**config.mk**
```make
export PLATFORM = sky130hd
export DESIGN_NAME = seg_scan_ctrl
export DESIGN_NICKNAME = d
export VERILOG_FILES = /design/src/rtl/seg_pkg.sv /design/src/rtl/seg_hex_decode.sv /design/src/rtl/seg_scan_ctrl.sv
export SDC_FILE = /design/constraint.sdc
export NUM_CORES = 1
export LEC_CHECK = 0
export CORE_UTILIZATION = 45
export DETAILED_ROUTE_END_ITERATION = 10
export PLACE_DENSITY = 0.66
export SLEW_MARGIN = 20
export SYNTH_ARGS = -nofsm -noshare
export SYNTH_HDL_FRONTEND = slang
export SYNTH_SLANG_ARGS = --single-unit
```
**constraint.sdc**
```tcl
create_clock -name clk -period 5.5 [get_ports clk]
set_input_delay 0.825 -clock clk [delete_from_list [all_inputs] [get_ports clk]]
set_output_delay 0.825 -clock clk [all_outputs]
set_load 0.01 [all_outputs]
```
**src/rtl/seg_pkg.sv**
```systemverilog
// Shared types and constants for the seven-segment scan controller.
// Segment patterns are active-low, bit order g..a.
package seg_pkg;

  typedef enum logic [1:0] {
    ST_IDLE  = 2'd0,
    ST_ON    = 2'd1,
    ST_GUARD = 2'd2
  } scan_state_t;

  localparam int NUM_DIGITS = 4;

  localparam logic [7:0] SEG_OFF   = 8'hFF;
  localparam logic [3:0] ANODE_OFF = 4'hF;
  localparam logic [6:0] SEG_BLANK = 7'h7F;

  // Entry [n] is the pattern for hex digit n; listed from F down to 0.
  localparam logic [15:0][6:0] SEG_TABLE = {
    7'h0E, 7'h06, 7'h21, 7'h46,
    7'h03, 7'h08, 7'h18, 7'h00,
    7'h78, 7'h02, 7'h12, 7'h19,
    7'h30, 7'h24, 7'h79, 7'h40
  };

  function automatic logic [6:0] seg_lookup(input logic [3:0] nib);
    return SEG_TABLE[nib];
  endfunction

endpackage

```
**src/rtl/seg_hex_decode.sv**
```systemverilog
// Combinational hex nibble to active-low seven-segment pattern (g..a).
module seg_hex_decode
  import seg_pkg::*;
(
  input  logic [3:0] nibble,
  output logic [6:0] seg
);

  logic [6:0] seg_s;

  // Table lookup of the segment pattern.
  always_comb begin
    seg_s = seg_lookup(nibble);
  end

  assign seg = seg_s;

endmodule

```
**src/rtl/seg_scan_ctrl.sv**
```systemverilog
// Four-digit common-anode seven-segment scan controller with guard
// intervals and frame-boundary double buffering. Optional macro SEG_LZ_BLANK_EN.
module seg_scan_ctrl
  import seg_pkg::*;
#(
  parameter int DWELL_CYCLES = 50000,
  parameter int GUARD_CYCLES = 500
) (
  input  logic                  clk,
  input  logic                  reset,
  input  logic                  en,
  input  logic                  load,
  input  logic [15:0]           value,
  input  logic [3:0]            dp,
  output logic [NUM_DIGITS-1:0] anode,
  output logic [7:0]            segment,
  output logic [1:0]            digit_idx,
  output logic                  frame_done,
  output logic                  pending
);

  localparam int CNT_MAX = (DWELL_CYCLES > GUARD_CYCLES) ? DWELL_CYCLES : GUARD_CYCLES;
  localparam int CNT_W   = (CNT_MAX > 1) ? $clog2(CNT_MAX) : 1;
  localparam logic [CNT_W-1:0] DWELL_LAST = CNT_W'(DWELL_CYCLES - 1);
  localparam logic [CNT_W-1:0] GUARD_LAST = CNT_W'(GUARD_CYCLES - 1);

  scan_state_t      state_r, state_next_s;
  logic [CNT_W-1:0] cnt_r;
  logic             cnt_clr_s;
  logic [1:0]       digit_r, digit_next_s;
  logic             frame_start_s, frame_end_s;

  logic [15:0] act_value_r, act_value_next_s;
  logic [3:0]  act_dp_r, act_dp_next_s;
  logic [15:0] pend_value_r, pend_value_next_s;
  logic [3:0]  pend_dp_r, pend_dp_next_s;
  logic        pending_r, pending_next_s;

  logic [NUM_DIGITS-1:0] anode_r, anode_next_s;
  logic [7:0]            segment_r, segment_next_s;
  logic                  frame_done_r;

  logic [3:0] nibble_s;
  logic [6:0] hex_seg_s;
  logic       blank_s;

  // Scan sequencing: next state, next digit and frame boundary events.
  always_comb begin
    state_next_s  = state_r;
    digit_next_s  = digit_r;
    cnt_clr_s     = 1'b0;
    frame_start_s = 1'b0;
    frame_end_s   = 1'b0;
    case (state_r)
      ST_IDLE: begin
        if (en) begin
          state_next_s  = ST_ON;
          digit_next_s  = 2'd0;
          frame_start_s = 1'b1;
          cnt_clr_s     = 1'b1;
        end else begin
          state_next_s = ST_IDLE;
        end
      end
      ST_ON: begin
        if (cnt_r == DWELL_LAST) begin
          state_next_s = ST_GUARD;
          cnt_clr_s    = 1'b1;
        end else begin
          state_next_s = ST_ON;
        end
      end
      ST_GUARD: begin
        if (cnt_r == GUARD_LAST) begin
          cnt_clr_s = 1'b1;
          if (digit_r != 2'd3) begin
            state_next_s = ST_ON;
            digit_next_s = digit_r + 2'd1;
          end else begin
            frame_end_s = 1'b1;
            if (en) begin
              state_next_s  = ST_ON;
              digit_next_s  = 2'd0;
              frame_start_s = 1'b1;
            end else begin
              state_next_s = ST_IDLE;
            end
          end
        end else begin
          state_next_s = ST_GUARD;
        end
      end
      default: begin
        state_next_s = ST_IDLE;
        digit_next_s = 2'd0;
        cnt_clr_s    = 1'b1;
      end
    endcase
  end

  // Double buffer: a load on a frame start goes straight to the active copy.
  always_comb begin
    act_value_next_s  = act_value_r;
    act_dp_next_s     = act_dp_r;
    pend_value_next_s = pend_value_r;
    pend_dp_next_s    = pend_dp_r;
    pending_next_s    = pending_r;
    if (frame_start_s) begin
      pending_next_s = 1'b0;
      if (load) begin
        act_value_next_s = value;
        act_dp_next_s    = dp;
      end else if (pending_r) begin
        act_value_next_s = pend_value_r;
        act_dp_next_s    = pend_dp_r;
      end else begin
        act_value_next_s = act_value_r;
      end
    end else if (load) begin
      pend_value_next_s = value;
      pend_dp_next_s    = dp;
      pending_next_s    = 1'b1;
    end else begin
      pending_next_s = pending_r;
    end
  end

  assign nibble_s = act_value_next_s[{digit_next_s, 2'b00} +: 4];

  seg_hex_decode u_hex_decode (
    .nibble (nibble_s),
    .seg    (hex_seg_s)
  );

  // Leading-zero blanking of digits 3..1 when enabled at build time.
  always_comb begin
    blank_s = 1'b0;
`ifdef SEG_LZ_BLANK_EN
    case (digit_next_s)
      2'd3:    blank_s = (act_value_next_s[15:12] == 4'h0);
      2'd2:    blank_s = (act_value_next_s[15:8] == 8'h00);
      2'd1:    blank_s = (act_value_next_s[15:4] == 12'h000);
      default: blank_s = 1'b0;
    endcase
`else
    blank_s = 1'b0;
`endif
  end

  // Pin values for the upcoming cycle, registered below to stay glitch-free.
  always_comb begin
    anode_next_s   = ANODE_OFF;
    segment_next_s = SEG_OFF;
    if (state_next_s == ST_ON) begin
      anode_next_s          = ~(4'b0001 << digit_next_s);
      segment_next_s[7]     = ~act_dp_next_s[digit_next_s];
      segment_next_s[6:0]   = blank_s ? SEG_BLANK : hex_seg_s;
    end else begin
      anode_next_s   = ANODE_OFF;
      segment_next_s = SEG_OFF;
    end
  end

  // Dwell/guard counter, cleared on every state entry.
  always_ff @(posedge clk) begin
    if (reset) begin
      cnt_r <= '0;
    end else if (cnt_clr_s || (state_r == ST_IDLE)) begin
      cnt_r <= '0;
    end else begin
      cnt_r <= cnt_r + 1'b1;
    end
  end

  // State, buffers and registered outputs.
  always_ff @(posedge clk) begin
    if (reset) begin
      state_r      <= ST_IDLE;
      digit_r      <= 2'd0;
      act_value_r  <= 16'h0000;
      act_dp_r     <= 4'h0;
      pend_value_r <= 16'h0000;
      pend_dp_r    <= 4'h0;
      pending_r    <= 1'b0;
      anode_r      <= ANODE_OFF;
      segment_r    <= SEG_OFF;
      frame_done_r <= 1'b0;
    end else begin
      state_r      <= state_next_s;
      digit_r      <= digit_next_s;
      act_value_r  <= act_value_next_s;
      act_dp_r     <= act_dp_next_s;
      pend_value_r <= pend_value_next_s;
      pend_dp_r    <= pend_dp_next_s;
      pending_r    <= pending_next_s;
      anode_r      <= anode_next_s;
      segment_r    <= segment_next_s;
      frame_done_r <= frame_end_s;
    end
  end

  assign anode      = anode_r;
  assign segment    = segment_r;
  assign digit_idx  = digit_r;
  assign frame_done = frame_done_r;
  assign pending    = pending_r;

endmodule
```
==> out/metrics.cfg <==
[outcome]
status=complete, no violations

[logic_synthesis]
synth_common_cells=74 x dfxtp_1, 52 x nand2_1, 43 x nor2_1
synth_fa_ha_area_share_pct=2.52
yosys.area.top_type=dfxtp_1
async_flop_share_pct=0
synth-simple-area-share_pct=25.2
syn-cell-area_um2=3470
synth.mux.area_fraction_pct=5.98
netlist_top_cells_area=dfxtp_1 43%, nand2_1 5.6%, nor2_1 4.6%
synth_cells=385
synth_compound_area_share_pct=15.2
synth_edf_count=0
synth_most_common_cell=dfxtp_1
synth_cell_types=60
ys_seq_area_share_pct=42.7
ys_ff_latch=74
synth.avg_cell_area_um2=9.02
synth_top_area_share_pct=42.7
ys_warn_count=0
synth-xor-area-share_pct=3.78
syn_nets=416
synth_top_family_by_area=simple AND/OR/NAND/NOR gates
synth_ff_type=dfxtp_1

[cells_and_area]
post-route-util_pct=55.0
final_net_count=445
num_antenna_cells=0
area_growth_pct=16.8
fillers=698
multi_input_area_um2=1830
seqCellArea_um2=1480
drive_gt1_share_pct=8.11

[clock_network]
clkLatencyLatePin_ns=0.34
cts.path.max_buffers=2
cts_root_buf=clkbuf_8
cts_made_buffers=9
cts_tree=built
clkSinkCount=74
ctsHoldBuffers=0
cts_setup_buffers=0
cts.clk_slew.worst_paths_ns=0.08
cts_resized=0
htree_levels=3

[sta]
setup_violations=0
hold_viol_final=0
fin_ws_ns=1.30
worst_slew_pin_slew_ns=0.812
setup_tns_ns=0
period_minus_slack_ns=4.20
drv_slew=0
relSlewSlack_pct=45.8
rsz0062_at_grt=no
fmax_ghz=0.238
holdWs_ns=0.449
worst_clock_skew_ns=0.00847
post-route-period-util_pct=76.5

[global_route]
grt_use_total_pct=19.6
grt-ovfl-total=0
grt_antenna_before_repair=0
grt_pass1_wl_mm=12.9
grt_max_degree=47
first_global_vias=2656

[placement]
routabilityCongestion=0.792
dp_slack_ns=1.18
portBuffers=39
hpwl_mm=4.88

[floorplan]
boundaryPins=40
initial_core_util_pct=47.1
die_h_um=89.8
die_x_um=89.8
fp-row-count=31
core_area_um2=7370
dieArea_um2=8070

[critical_path]
crit_type=flop to flop
critPathArrivalTime_ns=4.44
end_kind=flop
max_stage_delay_ns=0.67
critPathTopFamily=simple AND/OR/NAND/NOR gates
cp.required_ns=5.74
crit_buf_inv=1
startpoint_type=flop
crit_slowest_cell=and3_1
path_max_fanout=21
path_cells=ha_1 -> and4b_1 -> a41o_1 -> and3_1 -> a221o_1 -> mux2i_1 -> mux2i_1 -> inv_1 -> ha_1 -> or3b_1 -> a41o_1

[route]
drc=0
ant_nets=0
via_per_inst=5.36
first_pass_iters=4
drt_iter0_drc=111
vias=2774
wirelength_mm=7.35
wl_per_cell_um=14.2

[power_and_ir_drop]
power_density_nw_per_um2=277
peakVddDrop_uv=143
total_power_w=0.00112
leakage_nw=1.54

[worst_hold_path]
min_path_type=flop to flop

[run]
maxCapViolCount=0

-- worst paths after layout --
path	startpoint	endpoint	slack [ns]	depth (start not counted)
worst max register to register	cnt_r[0]$_SDFF_PP0_	segment[3]$_SDFF_PP1_	1.30	11
worst min-delay path	cnt_r[0]$_SDFF_PP0_	cnt_r[0]$_SDFF_PP0_	0.45	1
worst min register to register	cnt_r[0]$_SDFF_PP0_	cnt_r[0]$_SDFF_PP0_	0.45	1
worst max-delay path	cnt_r[0]$_SDFF_PP0_	segment[3]$_SDFF_PP1_	1.30	11
-- routing by layer --
metal / vias to the layer above / routed length (um) / track usage (%)
met5: - / 0 / 0
li1: 1414 / - / -
met1: 1308 / 3730 / 26.7
met4: 0 / 87 / 8.61
met3: 6 / 192 / 3.21
met2: 46 / 3340 / 30.7
-- per-stage QoR --
stage | std cells | area, um^2
6_report | 518 | 4060
5_1_grt | 518 | 4060
4_1_cts | 518 | 4060
3_5_place_dp | 502 | 3870
3_3_place_gp | 502 | 3870
2_1_floorplan | 385 | 3470
-- flip-flops by register name, indices dropped and copies added (netlist names) --
signal,cells
cnt_r,16
act_dp_r,4
anode,4
frame_done,1
digit_idx,2
state_r,2
act_value_r,16
segment,8
pend_value_r,16
pend_dp_r,4
pending,1
-- placed cells by master (no fill, tap or decap), types with 2 or more instances in the layout --
cell / instances
nor4b_1: 2
nand3_1: 10
a41o_1: 2
o211ai_1: 2
clkbuf_8: 9
nand2b_1: 8
nor2b_1: 7
nor2_1: 43
dfxtp_1: 74
nor3b_1: 3
a22o_1: 2
a21oi_1: 27
nand2_1: 52
mux2i_1: 10
o22a_1: 4
o22ai_1: 3
nor3_1: 2
clkdlybuf4s50_1: 39
ha_1: 7
a21o_1: 3
and2_1: 4
buf_4: 3
a221oi_1: 10
nor4_1: 2
clkinv_2: 4
nand4_1: 3
nor4_4: 2
xnor2_1: 5
a221o_1: 2
xor2_1: 10
a221oi_2: 2
o21ai_0: 2
and3_1: 19
o21bai_1: 2
and4_1: 2
inv_1: 6
mux2_4: 4
a211o_1: 3
o221ai_1: 3
-- logic make-up after synthesis --
logic type,count (synthesis)
muxes,17
xor gates and xnor gates,15
buffers and inverters,31
and+or+nand+nor,168
DFF,74
adders and majority gates,7
AOI/OAI and AO/OA,73
-- layout make-up --
cell class | instances | area share [%]
Timing Repair Buffer | 42 | 10.2
Multi-Input combinational cell | 280 | 45.0
Inverter | 7 | 0.648
Clock inverter | 6 | 1.42
Clock buffer | 10 | 3.15
Tap cell | 99 | 3.05
Sequential cell | 74 | 36.5
-- power by group --
group,switching (W),internal (W),total (W)
Sequential,0.0000110,0.000561,0.000572
Clock,0.000194,0.000206,0.000400
Combinational,0.0000782,0.0000729,0.000151
-- worst reg2reg max path: cells and delay by family (launching register included) --
kind	cells	cell delay (ns)
DFF	1	0.36
and+or+nand+nor	3	1.38
adders and majority gates	2	0.61
AOI/OAI and AO/OA	3	1.13
buffers and inverters	1	0.16
muxes	2	0.47
Power figures use the tool's default switching activity.
